## src/rtl/ex_stage_if.sv

```systemverilog
// ex_stage_if: ID/EX operand/control inputs and EX/MEM registered outputs of the execute stage
//   master: drives ID/EX fields (en, flush, valid_in, alu_op, ALUSrc, Lower, Higher,
//           a_in, b_in, imm_in, wreg_in, reg_write_in, mem_read_in, mem_write_in)
//           and observes EX/MEM fields (alu_out, store_data, wreg_out, reg_write_out,
//           mem_read_out, mem_write_out, valid_out, flags)
//   slave:  the execute stage itself
interface ex_stage_if;
    logic        en;
    logic        flush;
    logic        valid_in;
    logic [3:0]  alu_op;
    logic        ALUSrc;
    logic        Lower;
    logic        Higher;
    logic [15:0] a_in;
    logic [15:0] b_in;
    logic [15:0] imm_in;
    logic [3:0]  wreg_in;
    logic        reg_write_in;
    logic        mem_read_in;
    logic        mem_write_in;
    logic [15:0] alu_out;
    logic [15:0] store_data;
    logic [3:0]  wreg_out;
    logic        reg_write_out;
    logic        mem_read_out;
    logic        mem_write_out;
    logic        valid_out;
    logic [2:0]  flags;

    modport master (
        output en, flush, valid_in, alu_op, ALUSrc, Lower, Higher, a_in, b_in, imm_in,
               wreg_in, reg_write_in, mem_read_in, mem_write_in,
        input  alu_out, store_data, wreg_out, reg_write_out, mem_read_out, mem_write_out,
               valid_out, flags
    );

    modport slave (
        input  en, flush, valid_in, alu_op, ALUSrc, Lower, Higher, a_in, b_in, imm_in,
               wreg_in, reg_write_in, mem_read_in, mem_write_in,
        output alu_out, store_data, wreg_out, reg_write_out, mem_read_out, mem_write_out,
               valid_out, flags
    );
endinterface

```

## src/rtl/ex_stage.sv

```systemverilog
// ex_stage: 16-bit pipeline execute stage with ALU, {Z,V,N} flag register and EX/MEM register
//   clk: rising-edge clock; rst: asynchronous active-high reset
//   bus: ex_stage_if.slave carrying ID/EX inputs and registered EX/MEM outputs
module ex_stage #(
    parameter int WIDTH = 16
) (
    input logic     clk,
    input logic     rst,
    ex_stage_if.slave bus
);
    logic [WIDTH-1:0] a, op2, res, sum_s, dif_s, red, psb, sll, sra, ror;
    logic [WIDTH:0]   sum, dif;
    logic [3:0]       sh;
    logic             sum_v, dif_v, upd_all, upd_z, do_flags;

    assign a   = bus.a_in;
    assign op2 = bus.ALUSrc ? bus.imm_in : bus.b_in;
    assign sh  = op2[3:0];

    // A 17-bit sign-extended sum exposes overflow as disagreement of the top two bits
    assign sum   = {a[15], a} + {op2[15], op2};
    assign dif   = {a[15], a} - {op2[15], op2};
    assign sum_v = sum[16] ^ sum[15];
    assign dif_v = dif[16] ^ dif[15];
    assign sum_s = sum_v ? (sum[16] ? 16'h8000 : 16'h7FFF) : sum[15:0];
    assign dif_s = dif_v ? (dif[16] ? 16'h8000 : 16'h7FFF) : dif[15:0];

    assign red = {{8{a[15]}}, a[15:8]} + {{8{a[7]}}, a[7:0]}
               + {{8{op2[15]}}, op2[15:8]} + {{8{op2[7]}}, op2[7:0]};

    for (genvar n = 0; n < 4; n++) begin : g_nib
        logic [4:0] s;
        assign s = {a[4*n+3], a[4*n +: 4]} + {op2[4*n+3], op2[4*n +: 4]};
        assign psb[4*n +: 4] = (s[4] ^ s[3]) ? (s[4] ? 4'h8 : 4'h7) : s[3:0];
    end

    assign sll = a << sh;
    assign sra = $signed(a) >>> sh;
    // sh=0 makes the left term shift by 16, i.e. zero, leaving a unchanged
    assign ror = (a >> sh) | (a << (5'd16 - {1'b0, sh}));

    always_comb begin
        res     = a;
        upd_all = 1'b0;
        upd_z   = 1'b0;
        case (bus.alu_op)
            4'b0000: begin res = sum_s; upd_all = 1'b1; end
            4'b0001: begin res = dif_s; upd_all = 1'b1; end
            4'b0010: begin res = a ^ op2; upd_z = 1'b1; end
            4'b0011: res = red;
            4'b0100: begin res = sll; upd_z = 1'b1; end
            4'b0101: begin res = sra; upd_z = 1'b1; end
            4'b0110: begin res = ror; upd_z = 1'b1; end
            4'b0111: res = psb;
            4'b1000, 4'b1001: res = a + bus.imm_in;
            default: res = a;
        endcase
        if (bus.Lower)
            res = {a[15:8], bus.imm_in[7:0]};
        else if (bus.Higher)
            res = {bus.imm_in[7:0], a[7:0]};
    end

    assign do_flags = bus.valid_in && !bus.Lower && !bus.Higher;

    always_ff @(posedge clk or posedge rst) begin
        if (rst) begin
            bus.alu_out       <= '0;
            bus.store_data    <= '0;
            bus.wreg_out      <= '0;
            bus.reg_write_out <= 1'b0;
            bus.mem_read_out  <= 1'b0;
            bus.mem_write_out <= 1'b0;
            bus.valid_out     <= 1'b0;
            bus.flags         <= '0;
        end else if (bus.flush) begin
            bus.reg_write_out <= 1'b0;
            bus.mem_read_out  <= 1'b0;
            bus.mem_write_out <= 1'b0;
            bus.valid_out     <= 1'b0;
        end else if (bus.en) begin
            bus.alu_out       <= res;
            bus.store_data    <= bus.b_in;
            bus.wreg_out      <= bus.wreg_in;
            bus.reg_write_out <= bus.reg_write_in & bus.valid_in;
            bus.mem_read_out  <= bus.mem_read_in & bus.valid_in;
            bus.mem_write_out <= bus.mem_write_in & bus.valid_in;
            bus.valid_out     <= bus.valid_in;
            if (do_flags && upd_all)
                bus.flags <= {res == 16'h0, bus.alu_op[0] ? dif_v : sum_v, res[15]};
            else if (do_flags && upd_z)
                bus.flags <= {res == 16'h0, bus.flags[1:0]};
        end
    end
endmodule

```

## src/flat_wrapper.sv

```systemverilog
// flat-port wrapper written by rule: the top's interface ports become plain ports
module ex_stage_flat 
#(
    parameter int WIDTH = 16
)
  (clk, rst, bus_en, bus_flush, bus_valid_in, bus_alu_op, bus_ALUSrc, bus_Lower, bus_Higher, bus_a_in, bus_b_in, bus_imm_in, bus_wreg_in, bus_reg_write_in, bus_mem_read_in, bus_mem_write_in, bus_alu_out, bus_store_data, bus_wreg_out, bus_reg_write_out, bus_mem_read_out, bus_mem_write_out, bus_valid_out, bus_flags);
  ex_stage_if bus_i ();
  input logic clk;
  input logic rst;
  input wire logic [$bits(bus_i.en)-1:0] bus_en;
  input wire logic [$bits(bus_i.flush)-1:0] bus_flush;
  input wire logic [$bits(bus_i.valid_in)-1:0] bus_valid_in;
  input wire logic [$bits(bus_i.alu_op)-1:0] bus_alu_op;
  input wire logic [$bits(bus_i.ALUSrc)-1:0] bus_ALUSrc;
  input wire logic [$bits(bus_i.Lower)-1:0] bus_Lower;
  input wire logic [$bits(bus_i.Higher)-1:0] bus_Higher;
  input wire logic [$bits(bus_i.a_in)-1:0] bus_a_in;
  input wire logic [$bits(bus_i.b_in)-1:0] bus_b_in;
  input wire logic [$bits(bus_i.imm_in)-1:0] bus_imm_in;
  input wire logic [$bits(bus_i.wreg_in)-1:0] bus_wreg_in;
  input wire logic [$bits(bus_i.reg_write_in)-1:0] bus_reg_write_in;
  input wire logic [$bits(bus_i.mem_read_in)-1:0] bus_mem_read_in;
  input wire logic [$bits(bus_i.mem_write_in)-1:0] bus_mem_write_in;
  output wire logic [$bits(bus_i.alu_out)-1:0] bus_alu_out;
  output wire logic [$bits(bus_i.store_data)-1:0] bus_store_data;
  output wire logic [$bits(bus_i.wreg_out)-1:0] bus_wreg_out;
  output wire logic [$bits(bus_i.reg_write_out)-1:0] bus_reg_write_out;
  output wire logic [$bits(bus_i.mem_read_out)-1:0] bus_mem_read_out;
  output wire logic [$bits(bus_i.mem_write_out)-1:0] bus_mem_write_out;
  output wire logic [$bits(bus_i.valid_out)-1:0] bus_valid_out;
  output wire logic [$bits(bus_i.flags)-1:0] bus_flags;
  assign bus_i.en = bus_en;
  assign bus_i.flush = bus_flush;
  assign bus_i.valid_in = bus_valid_in;
  assign bus_i.alu_op = bus_alu_op;
  assign bus_i.ALUSrc = bus_ALUSrc;
  assign bus_i.Lower = bus_Lower;
  assign bus_i.Higher = bus_Higher;
  assign bus_i.a_in = bus_a_in;
  assign bus_i.b_in = bus_b_in;
  assign bus_i.imm_in = bus_imm_in;
  assign bus_i.wreg_in = bus_wreg_in;
  assign bus_i.reg_write_in = bus_reg_write_in;
  assign bus_i.mem_read_in = bus_mem_read_in;
  assign bus_i.mem_write_in = bus_mem_write_in;
  assign bus_alu_out = bus_i.alu_out;
  assign bus_store_data = bus_i.store_data;
  assign bus_wreg_out = bus_i.wreg_out;
  assign bus_reg_write_out = bus_i.reg_write_out;
  assign bus_mem_read_out = bus_i.mem_read_out;
  assign bus_mem_write_out = bus_i.mem_write_out;
  assign bus_valid_out = bus_i.valid_out;
  assign bus_flags = bus_i.flags;
  ex_stage #(.WIDTH(WIDTH)) u_core (.clk(clk), .rst(rst), .bus(bus_i));
endmodule
```

## config.mk

```make
export PLATFORM = sky130hd
export DESIGN_NAME = ex_stage_flat
export DESIGN_NICKNAME = d
export VERILOG_FILES = /design/src/rtl/ex_stage_if.sv /design/src/rtl/ex_stage.sv /design/src/flat_wrapper.sv
export SDC_FILE = /design/constraint.sdc
export NUM_CORES = 1
export LEC_CHECK = 0
export CORE_ASPECT_RATIO = 1.5
export CORE_UTILIZATION = 63
export DETAILED_ROUTE_END_ITERATION = 16
export GPL_TIMING_DRIVEN = 0
export PLACE_DENSITY = 0.89
export SKIP_LAST_GASP = 1
export SYNTH_ARGS = -nofsm -noshare
export SYNTH_HDL_FRONTEND = slang
export SYNTH_SLANG_ARGS = --single-unit
export TNS_END_PERCENT = 10
```

## constraint.sdc

```tcl
create_clock -name clk -period 2.5 [get_ports clk]
set_clock_uncertainty 0.2 [all_clocks]
set_input_delay 0.75 -clock clk [delete_from_list [all_inputs] [get_ports clk]]
set_output_delay 0.75 -clock clk [all_outputs]
set_load 0.01 [all_outputs]
```

==> results of run 1 <==
## cell families after synthesis
family | after synthesis
XOR/XNOR | 49
adder cells (fa/ha/maj) | 85
flip-flops | 43
multiplexers | 83
AO/OA/AOI/OAI | 380
AND/OR/NAND/NOR | 464
buffers and inverters | 139
## layer usage
metal,overflow,track usage [%]
met1,0,59.4
met2,1,85.4
met3,0,28.7
met4,5,59.8
met5,0,4.55
## per-stage QoR
| step | worst slack, ps | util [%] | area, um2 |
|---|---|---|---|
| global placement | -4490 | 74.7 | 10500 |
| floorplan | -2900 | - | 9200 |
| detailed placement | -4570 | 74.7 | 10500 |
| CTS | -3040 | 77.7 | 10900 |
## timing repair
action,in CTS
pin swaps,16
endpoints found under the setup margin,19
hold endpoints to repair,0
gates resized for setup,53
setup buffers,18
gates cloned,0
==> results list, run 1 <==
- No sink is reached through more buffers than the 2 on the longest clock path.
* Pin count of the biggest net entering global routing: 44
- The number of different library cells used by synthesis comes to 94.
- At the end of routability-driven placement, the weighted congestion stood at 1.21.
* Die Span X: 100 um
* Step where the flow halted: global routing
* Post-Syn Area per Cell: 7.35 um2
- The most used flip-flop cell after synthesis is sky130_fd_sc_hd__dfrtp_1.
- In the synthesized netlist the async set-or-reset flop fraction comes to 100%.
* Number of warnings printed during yosys synthesis: 0
- The die is 150 um tall.
- Of the total synthesized cell area, the portion taken by XOR and XNOR cells is 4.98%.
- Via count of the first global-routing pass: 11,800
- The H-tree was split into 2 levels.
* Post-synthesis net count: 1,394
- Synth Area in Simple Gates: 24.1%
- The synthesized design devotes to its leading area cell type 11.8% of total area.
- GR Overflow Total: 6
- In this run, synthesis produced a sequential element count of 43.
- The flow did not finish.
- EDFF count, synth: 0
* Cell with the most instances after synthesis: sky130_fd_sc_hd__nand2_1
- Netlist area before placement: 9140 um2
- Complex-gate fraction of the synthesized area: 28.0%
- After synthesis, the largest family of logic cells by area is compound AO/OA/AOI/OAI gates.
* First Err: [ERROR GRT-0116] Global routing finished with congestion. Check the congestion regions in the DRC Viewer.
- Counting tap cells, the placed design contains a total of 1,541 instances.
* HPWL reported at the end of detailed placement: 32,300 um
- The first global-routing pass estimated 66,000 um of wire.
- Global router's overall resource usage: 58.9%
- Number of placed I/O pins: 110
- TritonCTS created 5 clock buffers.
- After synthesis, the cell types taking the most area are sky130_fd_sc_hd__dfrtp_1, sky130_fd_sc_hd__ha_1, sky130_fd_sc_hd__nand2_1.
- Adder and majority gate portion of the synthesized area: 12.9%
- After synthesis, the share of cell area in mux cells is 11.8%.
- In the synthesized netlist, the number of instances is 1,243.
- Summing the sequential cell areas from Yosys gives 11.8% of the chip area.
- Summed over all instances, the cell type with the most area after synthesis is sky130_fd_sc_hd__dfrtp_1.
- Count of input and output buffers: 106
- Clock root buffer: sky130_fd_sc_hd__clkbuf_16
- Most used standard cells in the synthesized netlist: sky130_fd_sc_hd__nand2_1, sky130_fd_sc_hd__nor2_1, sky130_fd_sc_hd__a21oi_1
- CTS Hold Bufs: 0
- Once the floorplan was initialized, standard cells occupied 65.0% of the core.
* Clock Sinks: 43
- Cell Rows: 53
==> run 2, diff against run 1 <==
--- a/config.mk
+++ b/config.mk
@@ -5,11 +5,10 @@
 export SDC_FILE = /design/constraint.sdc
 export NUM_CORES = 1
 export LEC_CHECK = 0
-export CORE_ASPECT_RATIO = 1.5
-export CORE_UTILIZATION = 63
+export CORE_UTILIZATION = 40
 export DETAILED_ROUTE_END_ITERATION = 16
 export GPL_TIMING_DRIVEN = 0
-export PLACE_DENSITY = 0.89
+export PLACE_DENSITY_LB_ADDON = 0.15
 export SKIP_LAST_GASP = 1
 export SYNTH_ARGS = -nofsm -noshare
 export SYNTH_HDL_FRONTEND = slang
==> run 2 against run 1 <==
The flow now finishes, with violations (negative setup slack). Synthesized cell count did not move. Area after synthesis did not move.
==> results list, run 2 <==
- Most used standard cells in the synthesized netlist: sky130_fd_sc_hd__nand2_1, sky130_fd_sc_hd__nor2_1, sky130_fd_sc_hd__a21oi_1
- In this run the remaining antenna-violating nets after routing total 0.
- Sequential cells account for 15.9% of the total power.
- Failing checks: negative setup slack
- Power density cells: 468 nW/um2
- Setup violations remaining at the end of the flow were counted as 19.
* Count of input and output buffers: 106
* CTS tree: built
* Most common library cell in the layout ignoring fill and taps: sky130_fd_sc_hd__nand2_1
- The clock reaches the later pin of the worst-skew pair after 290 ps.
* EDFF count, synth: 0
* Final number of max-transition violations: 0
- No sink is reached through more buffers than the 2 on the longest clock path.
- Initial antenna violation count: 1
- Counting every net in the synthesized netlist gives 1,394.
- Clock root buffer: sky130_fd_sc_hd__clkbuf_16
* Cell with the most instances after synthesis: sky130_fd_sc_hd__nand2_1
- Final hold vios: 0
- Routability congestion estimate: 1.03
- Maximum clock frequency: 166 MHz
- Summed over all nets, the half-perimeter wirelength after detailed placement is 36,500 um.
- Final cell area excluding filler cells: 11,100 um2
* Cell internal pwr: 0.00263 W
* Sequential area share after synthesis: 11.8%
- The tightest min-delay check is of the reg2reg type.
- The largest registers in the layout are u_core.bus.alu_out (16), u_core.bus.store_data (16), u_core.bus.wreg_out (4).
- Summing every instance area after synthesis gives 9140 um2.
- IR analysis of the VDD net gives a maximum drop of 0.000538 V.
- The detailed router finished its first iteration with 1,281 violations.
- STA classifies the critical path endpoint as a flop.
* Area of the die: 23,500 um2
- Post-Syn Area per Cell: 7.35 um2
- Switching part of the total power: 49.6%
- Global router's overall resource usage: 38.1%
* Most area-hungry cell type in the Yosys netlist: sky130_fd_sc_hd__dfrtp_1
* Yosys cell types: 94
- Wire length of the first global-routing pass: 66,200 um
* Die height: 153 um
- Global routing finished with a remaining overflow of 0.
- Total number of H-tree levels: 2
* DRC: 0
- Std-Cell Core Area: 22,100 um2
- Count of TritonRoute iterations in the first routing pass: 5
* Placement Setup Slack: -4850 ps
* Die Span X: 153 um
- Pin count of the biggest net entering global routing: 24
* Total length of routed wires: 45,500 um
- Setup repair after global routing could not meet its margin everywhere.
- Async set-reset flop share out of synthesis: 100%
- Clock Power Share: 12.4%
* Data arrival time of the worst path: 5980 ps
- At the end of the flow, the number of nets in the layout was 1,525.
* Number of warnings printed during yosys synthesis: 0
- Share of post-route cells with drive strength above 1: 11.3%
- Cell count after synthesis: 1,243
- Mean number of vias per cell: 6.57
* CTS Hold Bufs: 0
- Most frequently used flop master after synthesis: sky130_fd_sc_hd__dfrtp_1
- At the pin with the least slew margin, the transition time is 1380 ps.
- Clock slew seen by the registers of the worst setup and hold paths: 60 ps
- Post-synthesis sequential element count: 43
- Number of placed I/O pins: 110
- By area the synthesized netlist is led by sky130_fd_sc_hd__dfrtp_1, sky130_fd_sc_hd__ha_1, sky130_fd_sc_hd__nand2_1.
- The number of clock buffers added by TritonCTS is 5.
* CP Data Required Time: 2470 ps
- Worst-case headroom to the max-slew limit: 7.14%
- Crit Path Category: in2reg
- Net load switching power: 0.00259 W
- Cell Rows: 54
* Cell leakage power: 4.62 nW
* Placement-stage cell area: 10,600 um2
- Max-cap violations in this run came to 0.
- Sum Neg Setup Slack: -60,570 ps
- In this run the biggest area consumer among cell types represents 11.8% of the synthesized area.
- Run status: finished, violations left
* Peak fanout along the critical path: 13
* Period utilisation layout: 241%
- The share of total power dissipated in combinational logic is 71.7%.
- Subtracting the final worst setup slack from the clock period gives 6020 ps.
* Clock Sinks: 43
* Routed length per placed instance: 27.5 um
- The number of antenna diodes in the final layout is 0.
- Vias after detailed routing: 10,900
* Relative area change from synthesis to final layout: 22.0%
* Final setup slack of the worst path: -3520 ps
* Starting density of the core: 41.4%
- STA classifies the critical path startpoint as an input pin.
- The number of global-route vias before repair is 10,200.
- Worst hold slack across all endpoints: 271 ps
* Most frequent cells in the layout: sky130_fd_sc_hd__nand2_1, sky130_fd_sc_hd__nor2_1, sky130_fd_sc_hd__clkdlybuf4s50_1
## run 2: cell counts after synthesis
Identical to the previous run, type by type.
## run 2: routing by layer
layer / vias to the layer above / wire, um / track usage, %
li1: 4860 / - / -
met1: 5216 / 19400 / 53.2
met2: 695 / 19200 / 56.8
met3: 103 / 4890 / 8.39
met4: 0 / 1970 / 14.7
met5: - / 0 / 0
## run 2: logic make-up (layout without fill, tap and decap cells)
family                   count (synthesis)  after routing  synth area share, %
AND/OR/NAND/NOR                        464            464                 24.1
XOR/XNOR                                49             49                 4.98
adder cells (fa/ha/maj)                 85             85                 12.9
AO/OA/AOI/OAI                          380            380                 28.0
buffers and inverters                  139            271                 6.38
flip-flops                              43             43                 11.8
multiplexers                            83             83                 11.8
## run 2: worst max-delay path, cell delays in order
cell and delay, ps:
sky130_fd_sc_hd__clkdlybuf4s50_1 540, sky130_fd_sc_hd__mux2i_4 220, sky130_fd_sc_hd__buf_4 230, sky130_fd_sc_hd__buf_4 240, sky130_fd_sc_hd__buf_2 390, sky130_fd_sc_hd__ha_1 350, sky130_fd_sc_hd__nand2b_1 170, sky130_fd_sc_hd__a221oi_2 510
sky130_fd_sc_hd__o2bb2ai_2 230, sky130_fd_sc_hd__o31ai_1 510, sky130_fd_sc_hd__a21oi_2 230, sky130_fd_sc_hd__nor3_1 310, sky130_fd_sc_hd__buf_2 410, sky130_fd_sc_hd__o21ai_0 280, sky130_fd_sc_hd__a221o_1 390, sky130_fd_sc_hd__nand4_1 120
sky130_fd_sc_hd__o41ai_2 60
## run 2: timing repair
item                                    in CTS  in global routing
endpoints found under the setup margin      19                 20
gates resized for setup                     59                 12
setup buffers                               10                  7
pin swaps                                    9                  9
## run 2: layout make-up
type                       count  area (um2)
multi-input combinational   1061        7730
buffer                        77         390
inverter                      62         238
clock buffer                   5         125
timing repair buffer         124        1230
clock inverter                 3        15.0
fill                        2251       10900
sequential                    43        1080
tap                          280         350
## run 2: through the flow
step	total power (W)	instances	util (%)
floorplan	0.00303	1243	-
global placement	0.00425	1629	48.0
detailed placement	0.00427	1630	48.2
CTS	0.00507	1648	50.0
global route	0.00549	1655	50.5
finish	0.00522	1655	50.5
## run 2: final timing paths
check                      cells past startpoint                        to  slack [ps]                   start
min reg2reg                                    2    u_core.bus.wreg_out[3]         270  u_core.bus.wreg_out[3]
min in group asynchronous                      2  u_core.bus.reg_write_out         610                     rst
max reg2reg                                    1     u_core.bus.alu_out[0]        1550   u_core.bus.alu_out[0]
max                                           17       u_core.bus.flags[2]       -3520             bus_b_in[1]
max in group asynchronous                      3     u_core.bus.alu_out[9]         990                     rst
min                                            2    u_core.bus.wreg_out[3]         270  u_core.bus.wreg_out[3]
## run 2: power by group through the flow
stage	Combinational, W	Sequential (W)	Clock (W)
floorplan	0.00215	0.000884	0
global placement	0.00341	0.000841	0
detailed placement	0.00342	0.000843	0
CTS	0.00359	0.000830	0.000654
global route	0.00397	0.000842	0.000685
finish	0.00374	0.000830	0.000646
Note: power is estimated with default switching activity, not from simulation.
